[config.mk]
export PLATFORM = sky130hd
export DESIGN_NAME = note_source_arbiter
export DESIGN_NICKNAME = d
export VERILOG_FILES = /design/src/rtl/piano_pkg.sv /design/src/rtl/arb_gap_timer.sv /design/src/rtl/note_source_arbiter.sv
export SDC_FILE = /design/constraint.sdc
export NUM_CORES = 1
export LEC_CHECK = 0
export ABC_CLOCK_PERIOD_IN_PS = 2600
export CAP_MARGIN = 20
export CORE_MARGIN = 2
export CORE_UTILIZATION = 50
export DETAILED_ROUTE_END_ITERATION = 10
export PLACE_DENSITY = 0.8
export SETUP_SLACK_MARGIN = 0.15
export SYNTH_ARGS = -nofsm -noshare
export SYNTH_HDL_FRONTEND = slang
export SYNTH_SLANG_ARGS = --single-unit
[constraint.sdc]
create_clock -name clk -period 2.6 [get_ports clk]
set_input_delay 0.39 -clock clk [delete_from_list [all_inputs] [get_ports clk]]
set_output_delay 0.39 -clock clk [all_outputs]
set_load 0.1 [all_outputs]
[src/rtl/piano_pkg.sv]
// Shared constants for the piano datapath: note-source codes, key-ID limits
// and buzzer half-period counts for a 50 MHz clock.
package piano_pkg;

    typedef enum logic [1:0] {
        SRC_LIVE = 2'd0,
        SRC_PLAY = 2'd1,
        SRC_SONG = 2'd2,
        SRC_GAP  = 2'd3
    } src_e;

    localparam int KEY_ID_REST = 0;
    localparam int MAX_KEY_ID  = 12;

    localparam int CLK_HZ = 50_000_000;

    // Half-period counts (CLK_HZ / (2 * f)) for the base octave C4..B4.
    localparam int HALF_PERIOD_C4  = 95556;
    localparam int HALF_PERIOD_CS4 = 90193;
    localparam int HALF_PERIOD_D4  = 85131;
    localparam int HALF_PERIOD_DS4 = 80353;
    localparam int HALF_PERIOD_E4  = 75843;
    localparam int HALF_PERIOD_F4  = 71586;
    localparam int HALF_PERIOD_FS4 = 67568;
    localparam int HALF_PERIOD_G4  = 63776;
    localparam int HALF_PERIOD_GS4 = 60197;
    localparam int HALF_PERIOD_A4  = 56818;
    localparam int HALF_PERIOD_AS4 = 53630;
    localparam int HALF_PERIOD_B4  = 50619;

    function automatic int half_period(input int key_id);
        case (key_id)
            1:       return HALF_PERIOD_C4;
            2:       return HALF_PERIOD_CS4;
            3:       return HALF_PERIOD_D4;
            4:       return HALF_PERIOD_DS4;
            5:       return HALF_PERIOD_E4;
            6:       return HALF_PERIOD_F4;
            7:       return HALF_PERIOD_FS4;
            8:       return HALF_PERIOD_G4;
            9:       return HALF_PERIOD_GS4;
            10:      return HALF_PERIOD_A4;
            11:      return HALF_PERIOD_AS4;
            12:      return HALF_PERIOD_B4;
            default: return 0;
        endcase
    endfunction

endpackage

[src/rtl/arb_gap_timer.sv]
// Loadable down-counter that measures the muted gap between note sources;
// zero is high whenever the count has run out.
module arb_gap_timer
    import piano_pkg::*;
#(
    parameter int WIDTH = 16
) (
    input  logic             clk,
    input  logic             rst_n,
    input  logic             load,
    input  logic [WIDTH-1:0] load_value,
    input  logic             dec,
    output logic             zero
);

    logic [WIDTH-1:0] count;

    // NOTE: sequential state is written with <= so every register samples pre-edge values together.
    always_ff @(posedge clk) begin
        if (!rst_n) begin
            count <= '0;
        end else if (load) begin
            count <= load_value;
        end else if (dec && (count != '0)) begin
            count <= count - WIDTH'(1);
        end
    end

    assign zero = (count == '0);

endmodule

[src/rtl/note_source_arbiter.sv]
// Grants the tone generator/display to live keys, playback or song player with a muted gap on
// every switch. Define ARB_LIVE_ABORT_EN to let a live key press abort playback/song.
module note_source_arbiter
    import piano_pkg::*;
#(
    parameter int KEY_ID_BITS = 4,
    parameter int MAX_KEY_ID  = piano_pkg::MAX_KEY_ID,
    parameter int GAP_CYCLES  = 50000
) (
    input  logic                   clk,
    input  logic                   rst_n,
    input  logic [KEY_ID_BITS-1:0] live_key_id,
    input  logic                   live_key_pressed,
    input  logic                   live_oct_up,
    input  logic                   live_oct_down,
    input  logic                   play_active,
    input  logic [KEY_ID_BITS-1:0] play_key_id,
    input  logic                   play_key_pressed,
    input  logic                   play_oct_up,
    input  logic                   play_oct_down,
    input  logic                   song_active,
    input  logic [KEY_ID_BITS-1:0] song_key_id,
    input  logic                   song_key_pressed,
    output logic [KEY_ID_BITS-1:0] out_key_id,
    output logic                   out_key_pressed,
    output logic                   out_oct_up,
    output logic                   out_oct_down,
    output logic [1:0]             active_source,
    output logic                   abort_pulse
);

    localparam int GAP_W = (GAP_CYCLES > 1) ? $clog2(GAP_CYCLES) : 1;
    localparam logic [GAP_W-1:0] GAP_LOAD = GAP_W'((GAP_CYCLES > 0) ? GAP_CYCLES - 1 : 0);

    src_e                   state, next_state, target;
    logic                   abort_now, lockout;
    logic                   gap_load, gap_zero;
    logic [KEY_ID_BITS-1:0] sel_id;
    logic                   sel_pressed, sel_up, sel_down, silent;

    arb_gap_timer #(.WIDTH(GAP_W)) u_gap_timer (
        .clk        (clk),
        .rst_n      (rst_n),
        .load       (gap_load),
        .load_value (GAP_LOAD),
        .dec        (state == SRC_GAP),
        .zero       (gap_zero)
    );

`ifdef ARB_LIVE_ABORT_EN
    logic live_pressed_q, abort_q;

    assign abort_now = ((state == SRC_PLAY) || (state == SRC_SONG))
                       && live_key_pressed && !live_pressed_q;

    // Lockout keeps an aborted source from regaining the grant until both requests have dropped.
    always_ff @(posedge clk) begin
        if (!rst_n) begin
            live_pressed_q <= 1'b0;
            abort_q        <= 1'b0;
            lockout        <= 1'b0;
        end else begin
            live_pressed_q <= live_key_pressed;
            abort_q        <= abort_now;
            if (abort_now) begin
                lockout <= 1'b1;
            end else if (!play_active && !song_active) begin
                lockout <= 1'b0;
            end
        end
    end

    assign abort_pulse = abort_q;
`else
    assign abort_now   = 1'b0;
    assign lockout     = 1'b0;
    assign abort_pulse = 1'b0;
`endif

    // NOTE: every variable gets a default first so no path leaves it unassigned and infers a latch.
    always_comb begin
        target     = SRC_LIVE;
        next_state = state;
        gap_load   = 1'b0;

        if (song_active && !lockout) begin
            target = SRC_SONG;
        end else if (play_active && !lockout) begin
            target = SRC_PLAY;
        end
        if (abort_now) begin
            target = SRC_LIVE;
        end

        if (state == SRC_GAP) begin
            if (gap_zero) begin
                next_state = target;
            end
        end else if (target != state) begin
            if (GAP_CYCLES > 0) begin
                next_state = SRC_GAP;
                gap_load   = 1'b1;
            end else begin
                next_state = target;
            end
        end
    end

    // Outputs follow the state being entered, so the data and active_source change on the same edge.
    always_comb begin
        sel_id      = '0;
        sel_pressed = 1'b0;
        sel_up      = 1'b0;
        sel_down    = 1'b0;
        case (next_state)
            SRC_LIVE: begin
                sel_id      = live_key_id;
                sel_pressed = live_key_pressed;
                sel_up      = live_oct_up;
                sel_down    = live_oct_down;
            end
            SRC_PLAY: begin
                sel_id      = play_key_id;
                sel_pressed = play_key_pressed;
                sel_up      = play_oct_up;
                sel_down    = play_oct_down;
            end
            SRC_SONG: begin
                sel_id      = song_key_id;
                sel_pressed = song_key_pressed;
            end
            default: ;
        endcase
        silent = (int'(sel_id) == KEY_ID_REST) || (int'(sel_id) > MAX_KEY_ID);
    end

    always_ff @(posedge clk) begin
        if (!rst_n) begin
            state           <= SRC_LIVE;
            out_key_id      <= '0;
            out_key_pressed <= 1'b0;
            out_oct_up      <= 1'b0;
            out_oct_down    <= 1'b0;
        end else begin
            state           <= next_state;
            out_key_id      <= silent ? '0 : sel_id;
            out_key_pressed <= sel_pressed && !silent;
            out_oct_up      <= sel_up;
            out_oct_down    <= sel_down;
        end
    end

    assign active_source = state;

endmodule

# Word level (Yosys, flattened, before mapping)
# Index checks and enable logic that the tools add are counted.
[word_totals]
out_inout_bits = 10
regBits = 25
[classes]
eq_ne = 4
addsub = 1
bitwise_logic = 1
reduce_logical = 11
order_cmp = 1
mux = 13
[op_table]
columns = ["operator", "n"]
rows = [
  ["16-bit two-way mux", 2],
  ["16-bit zero test", 1],
  ["16-bit nonzero test", 1],
  ["16-bit by 1-bit subtractor with 16-bit output, second input constant", 1],
  ["4-bit case mux with 3 select lines", 1],
  ["2-bit two-way mux", 4],
  ["2-bit equality test, second input constant", 2],
  ["4-bit > comparator, second input constant", 1],
  ["4-bit zero test", 1],
  ["1-bit case mux with 2 select lines", 2],
  ["2-bit OR reduction", 2],
  ["1-bit two-way mux", 3],
  ["1-bit case mux with 3 select lines", 1],
  ["2-bit by 1-bit equality test with 1-bit output, second input constant", 1],
  ["1-bit logical AND", 2],
  ["2-bit zero test", 1],
  ["2-bit != test", 1],
  ["2-bit nonzero test", 1],
  ["1-bit zero test", 1],
  ["1-bit logical OR", 1],
  ["1-bit NOT", 1],
]

# Longest topological paths before layout
[depth]
depth_word = 11
mapped_depth = 9

# Hierarchy
# Synthesis repeated with hierarchy kept, for this count alone.
[unflattened]
hier_cells = 186
area_unflattened_um2 = 1517.7
[modules_own_cells]
columns = ["mod", "cells_per_inst", "seq_area_each_um2", "area_each_um2", "n_inst"]
rows = [
  ["arb_gap_timer", 114, 320.3, 922.1, 1],
  ["note_source_arbiter", 72, 180.2, 595.6, 1],
]

# Worst setup path before layout
# OpenSTA, ideal clock, no wires.
[synth_path]
path_kind = "register -> register"
from = "reg state[1] (netlist: active_source[1])"
to = "reg out_key_pressed"
setup_time_ns = 0.115
arrival_ns = 2.666
period_less_slack_ns = 2.781
path_slack_ns = -0.181
path_stages_with_launch = 8
required_time_ns = 2.485
cell_sequence = "dfxtp_1 buf_2 and2_2 buf_2 a31oi_4 a221o_1 or4_1 and3_1"
[synth_via]
elab_chain_len = 9
elab_cells_between_ends = 15
classes_between = "order compare: 1; eq/ne: 4; mux: 5; reduce/logical: 5"
[synth_rtl]
columns = ["item", "line_no", "text"]
rows = [
  ["from (decl)", "note_source_arbiter.sv:35", "src_e state, next_state, target;"],
  ["from (signal assigned)", "note_source_arbiter.sv:145", "state <= next_state;"],
  ["2-bit != test", "note_source_arbiter.sv:99", "end else if (target != state) begin"],
  ["2-bit two-way mux", "note_source_arbiter.sv:99", ""],
  ["2-bit two-way mux *", "note_source_arbiter.sv:95", "if (state == SRC_GAP) begin"],
  ["2-bit equality test, or another cell as far along", "note_source_arbiter.sv:115", "case (next_state)"],
  ["4-bit case mux with 3 select lines", "note_source_arbiter.sv:115", ""],
  ["4-bit > comparator or 4-bit zero test (tied branches)", "note_source_arbiter.sv:134", "silent = (int'(sel_id) == KEY_ID_REST) || (int'(sel_id) > MAX_KEY_ID);"],
  ["1-bit logical OR", "note_source_arbiter.sv:134", ""],
  ["1-bit zero test", "note_source_arbiter.sv:147", "out_key_pressed <= sel_pressed && !silent;"],
  ["1-bit logical AND *", "note_source_arbiter.sv:147", ""],
  ["to (signal assigned)", "note_source_arbiter.sv:147", ""],
  ["to (decl)", "note_source_arbiter.sv:25", "output logic out_key_pressed,"],
]
# Mark *: on every way between the ends. The rest lies on a longest branch, timed or not.
# A chain may end at the register's enable or synchronous reset.

# Final worst setup path
[layout_path]
from = "reg u_gap_timer.count[1]"
to = "reg out_key_pressed"
[layout_via]
elab_chain_len = 9
elab_cells_between_ends = 13
classes_between = "order compare: 1; eq/ne: 2; mux: 4; reduce/logical: 6"
[layout_rtl]
columns = ["item", "line_no", "text"]
rows = [
  ["from (decl)", "arb_gap_timer.sv:16", "logic [WIDTH-1:0] count;"],
  ["from (signal assigned)", "arb_gap_timer.sv:23", "count <= load_value;"],
  ["from (signal assigned)", "arb_gap_timer.sv:25", "count <= count - WIDTH'(1);"],
  ["16-bit zero test *", "arb_gap_timer.sv:29", "assign zero = (count == '0);"],
  ["2-bit two-way mux *", "note_source_arbiter.sv:96", "if (gap_zero) begin"],
  ["2-bit two-way mux *", "note_source_arbiter.sv:95", ""],
  ["2-bit equality test, or another cell as far along", "note_source_arbiter.sv:115", ""],
  ["4-bit case mux with 3 select lines", "note_source_arbiter.sv:115", ""],
  ["4-bit > comparator or 4-bit zero test (tied branches)", "note_source_arbiter.sv:134", ""],
  ["1-bit logical OR", "note_source_arbiter.sv:134", ""],
  ["1-bit zero test", "note_source_arbiter.sv:147", ""],
  ["1-bit logical AND *", "note_source_arbiter.sv:147", ""],
]
# Marked as above.

==> reports/metrics.cfg <==
[outcome]
status = finished, final reports clean

[floorplanning]
fp.dieH_um = 59.5
row_count = 20
start_util_pct = 51.7
design.portCount = 33
die_width_um = 59.5
coreArea_um2 = 2980
die_area_um2 = 3540

[critical_path]
cp-start-kind = register
cp_slowest_cell = or4_1
cp_top_family = simple AND/OR/NAND/NOR gates
crit_arrival_ns = 2.59
critPathKind = reg2reg
reg2regPathDepth = 8
worst-path-buf-inv = 1
crit_chain = inv_1 > ha_1 > nor4b_4 > and4_4 > a31oi_4 > a221o_1 > or4_1 > and3_1
cp.depth = 8
required_ns = 2.83
crit_fanout = 8
cp-end-kind = register
cpPeakStageDelay_ns = 0.51

[sta]
fmax_mhz = 425
period_share_pct = 90.5
tns_ns = 0
min_period_ns = 2.35
setup-violations-final = 0
hold_viol_final = 0
final-max-slew-violation-count = 0
rsz0062_at_grt = no
finClkSkew_ns = 0.00431

[clock_network]
cts_root_buf = clkbuf_4
cts_max_path_buffers = 2
clkSlewWorstSetupHoldPaths_ns = 0.14
numClockSinks = 25
ctsHoldBuffers = 0
cts_buffers = 3
h-tree-depth = 1
clock_latency_ns = 0.32
cts_tree = built

[pwr]
pwr-share-clk_pct = 19.3
power_leakage_uw = 0.000734
p_comb_share_pct = 33.3
vdd_drop_max_mv = 0.216
switching_share_pct = 35.2
p_switching_uw = 328
power_uw = 931
pwr_density_cell_nw_per_um2 = 478
p_seq_share_pct = 47.4
p_int_uw = 604

[global_route]
grt_use_met2_pct = 36.9
grt_use_met3_pct = 5.02
grt_max_degree = 16
grt_pass1_wl_um = 5890
busiest_layer = met2
gr-total-overflow = 0
antenna_found_initial = 0
use_met1_pct = 26.3
grtUsageTotal_pct = 21.9
grt_pass1_vias = 1368

[logic_synthesis]
synth_warnings = 0
synth.area.top_cells = dfxtp_1 (33%), a21boi_0 (6.3%), xnor2_1 (6.3%), nor2_1 (3.9%), nand2_1 (3.2%)
yosysMostFrequentCell = dfxtp_1
synthesis.nets = 203
synthDistinctLibCells = 51
synthArstFlopShare_pct = 0
ys_ff_latch = 25
synth_top_cell_by_area = dfxtp_1
syn_avg_cell_area_um2 = 8.65
synth_top_area_share_pct = 32.5
synth_ff_type = dfxtp_1
ys_seq_area_share_pct = 32.5
synthTopCellsByCount = dfxtp_1 (25), nor2_1 (16), a21boi_0 (13), nand2_1 (13), xnor2_1 (11)
postSynthCellCount = 178
synth_edf_count = 0
netlist_area_um2 = 1540

[route]
drc = 0
ant_nets = 0
via_count = 1443
drtIter0Drc = 29
wl_per_cell_um = 14.2
first_pass_iters = 4
finalWirelength_um = 3540
via_per_inst = 5.80

[layout]
syn_to_final_growth_pct = 26.6
utilization_pct = 65.4
fillCellCount = 255
num_antenna_cells = 0
fin_nets = 242
drive_gt1_share_pct = 20.4

[placement]
finalWeightedCongestion = 0.858
port_buffers = 31
place_hpwl_um = 2780

[hold_path]
hp-class = reg2reg
holdPathStages = 2

[run]
maxCapViolCount = 0

area by class of cell:
cell class | instances | area (µm²) | share of cell area (%)
clock inverter | 1 | 6.26 | 0.321
multi-input combinational | 138 | 971 | 49.8
inverter | 6 | 22.5 | 1.16
sequential | 25 | 507 | 26.0
tap | 33 | 41.3 | 2.12
clock buffer | 3 | 22.5 | 1.16
timing repair buffer | 43 | 378 | 19.4
layer usage:
layer  up-vias  wire length [µm]
met5         -                 0
met1       668              1500
met3         8               194
li1        723                 -
met2        44              1770
met4         0                68
final timing paths:
kind	startpoint	end	slack [ns]
worst min-delay path	u_gap_timer.count[10]	u_gap_timer.count[10]	0.57
worst max register to register	u_gap_timer.count[1]	out_key_pressed	0.25
worst min register to register	u_gap_timer.count[10]	u_gap_timer.count[10]	0.57
worst max-delay path	u_gap_timer.count[1]	out_key_pressed	0.25
power groups by stage:
stage	sequential (µW)	clock [µW]	combinational, µW
3_5_place_dp	449	0	301
5_1_grt	446	199	336
4_1_cts	441	184	302
6_report	442	180	310
3_3_place_gp	447	0	291
2_1_floorplan	497	0	158
state kept, by name (all words and copies together), names as in the netlist:
register           count
out_oct_up             1
active_source          2
out_key_pressed        1
out_oct_down           1
u_gap_timer.count     16
out_key_id             4
logic make-up after synthesis:
| kind of cell | share of synthesized area (%) |
|---|---|
| AND/OR/NAND/NOR | 29.8 |
| flip-flops | 32.5 |
| adder cells (fa/ha/maj) | 1.63 |
| multiplexers | 0.650 |
| other | 0.244 |
| buffers and inverters | 5.28 |
| AO/OA/AOI/OAI | 21.3 |
| XOR/XNOR | 8.54 |
worst register-to-register path: cells and delay by family (launching register included):
family	cells	cell delay [ns]
fa+ha+maj	1	0.15
compound gates	2	0.42
buf+inv	1	0.07
simple gates	4	1.26
flops	1	0.35
cell usage in the layout (no fill, tap or decap), types with 5 or more instances in the layout:
master and instances:
nor3_1 6, buf_4 21, dfxtp_1 22, xnor2_1 11
a21boi_0 13, nand2_1 13, a21oi_1 5, inv_1 6
clkdlybuf4s50_1 22, nor2_1 16
through the flow:
stage | setup slack [ns] | cell area, µm² | hold WS, ns | std cells
finish | 0.247 | 1950 | 0.569 | 249
global route | 0.140 | 1950 | 0.602 | 249
CTS | 0.170 | 1920 | 0.556 | 247
detailed placement | -0.0402 | 1890 | 0.536 | 243
global placement | 0.00750 | 1890 | 0.528 | 243
floorplan | 0.158 | 1540 | 0.505 | 178
timing repair:
item,CTS,global route
setup buffers,0,2
gates resized for setup,1,4
setup endpoints to repair,1,1
pin swaps,0,2
cloned,0,0
Power figures use the tool's default switching activity.
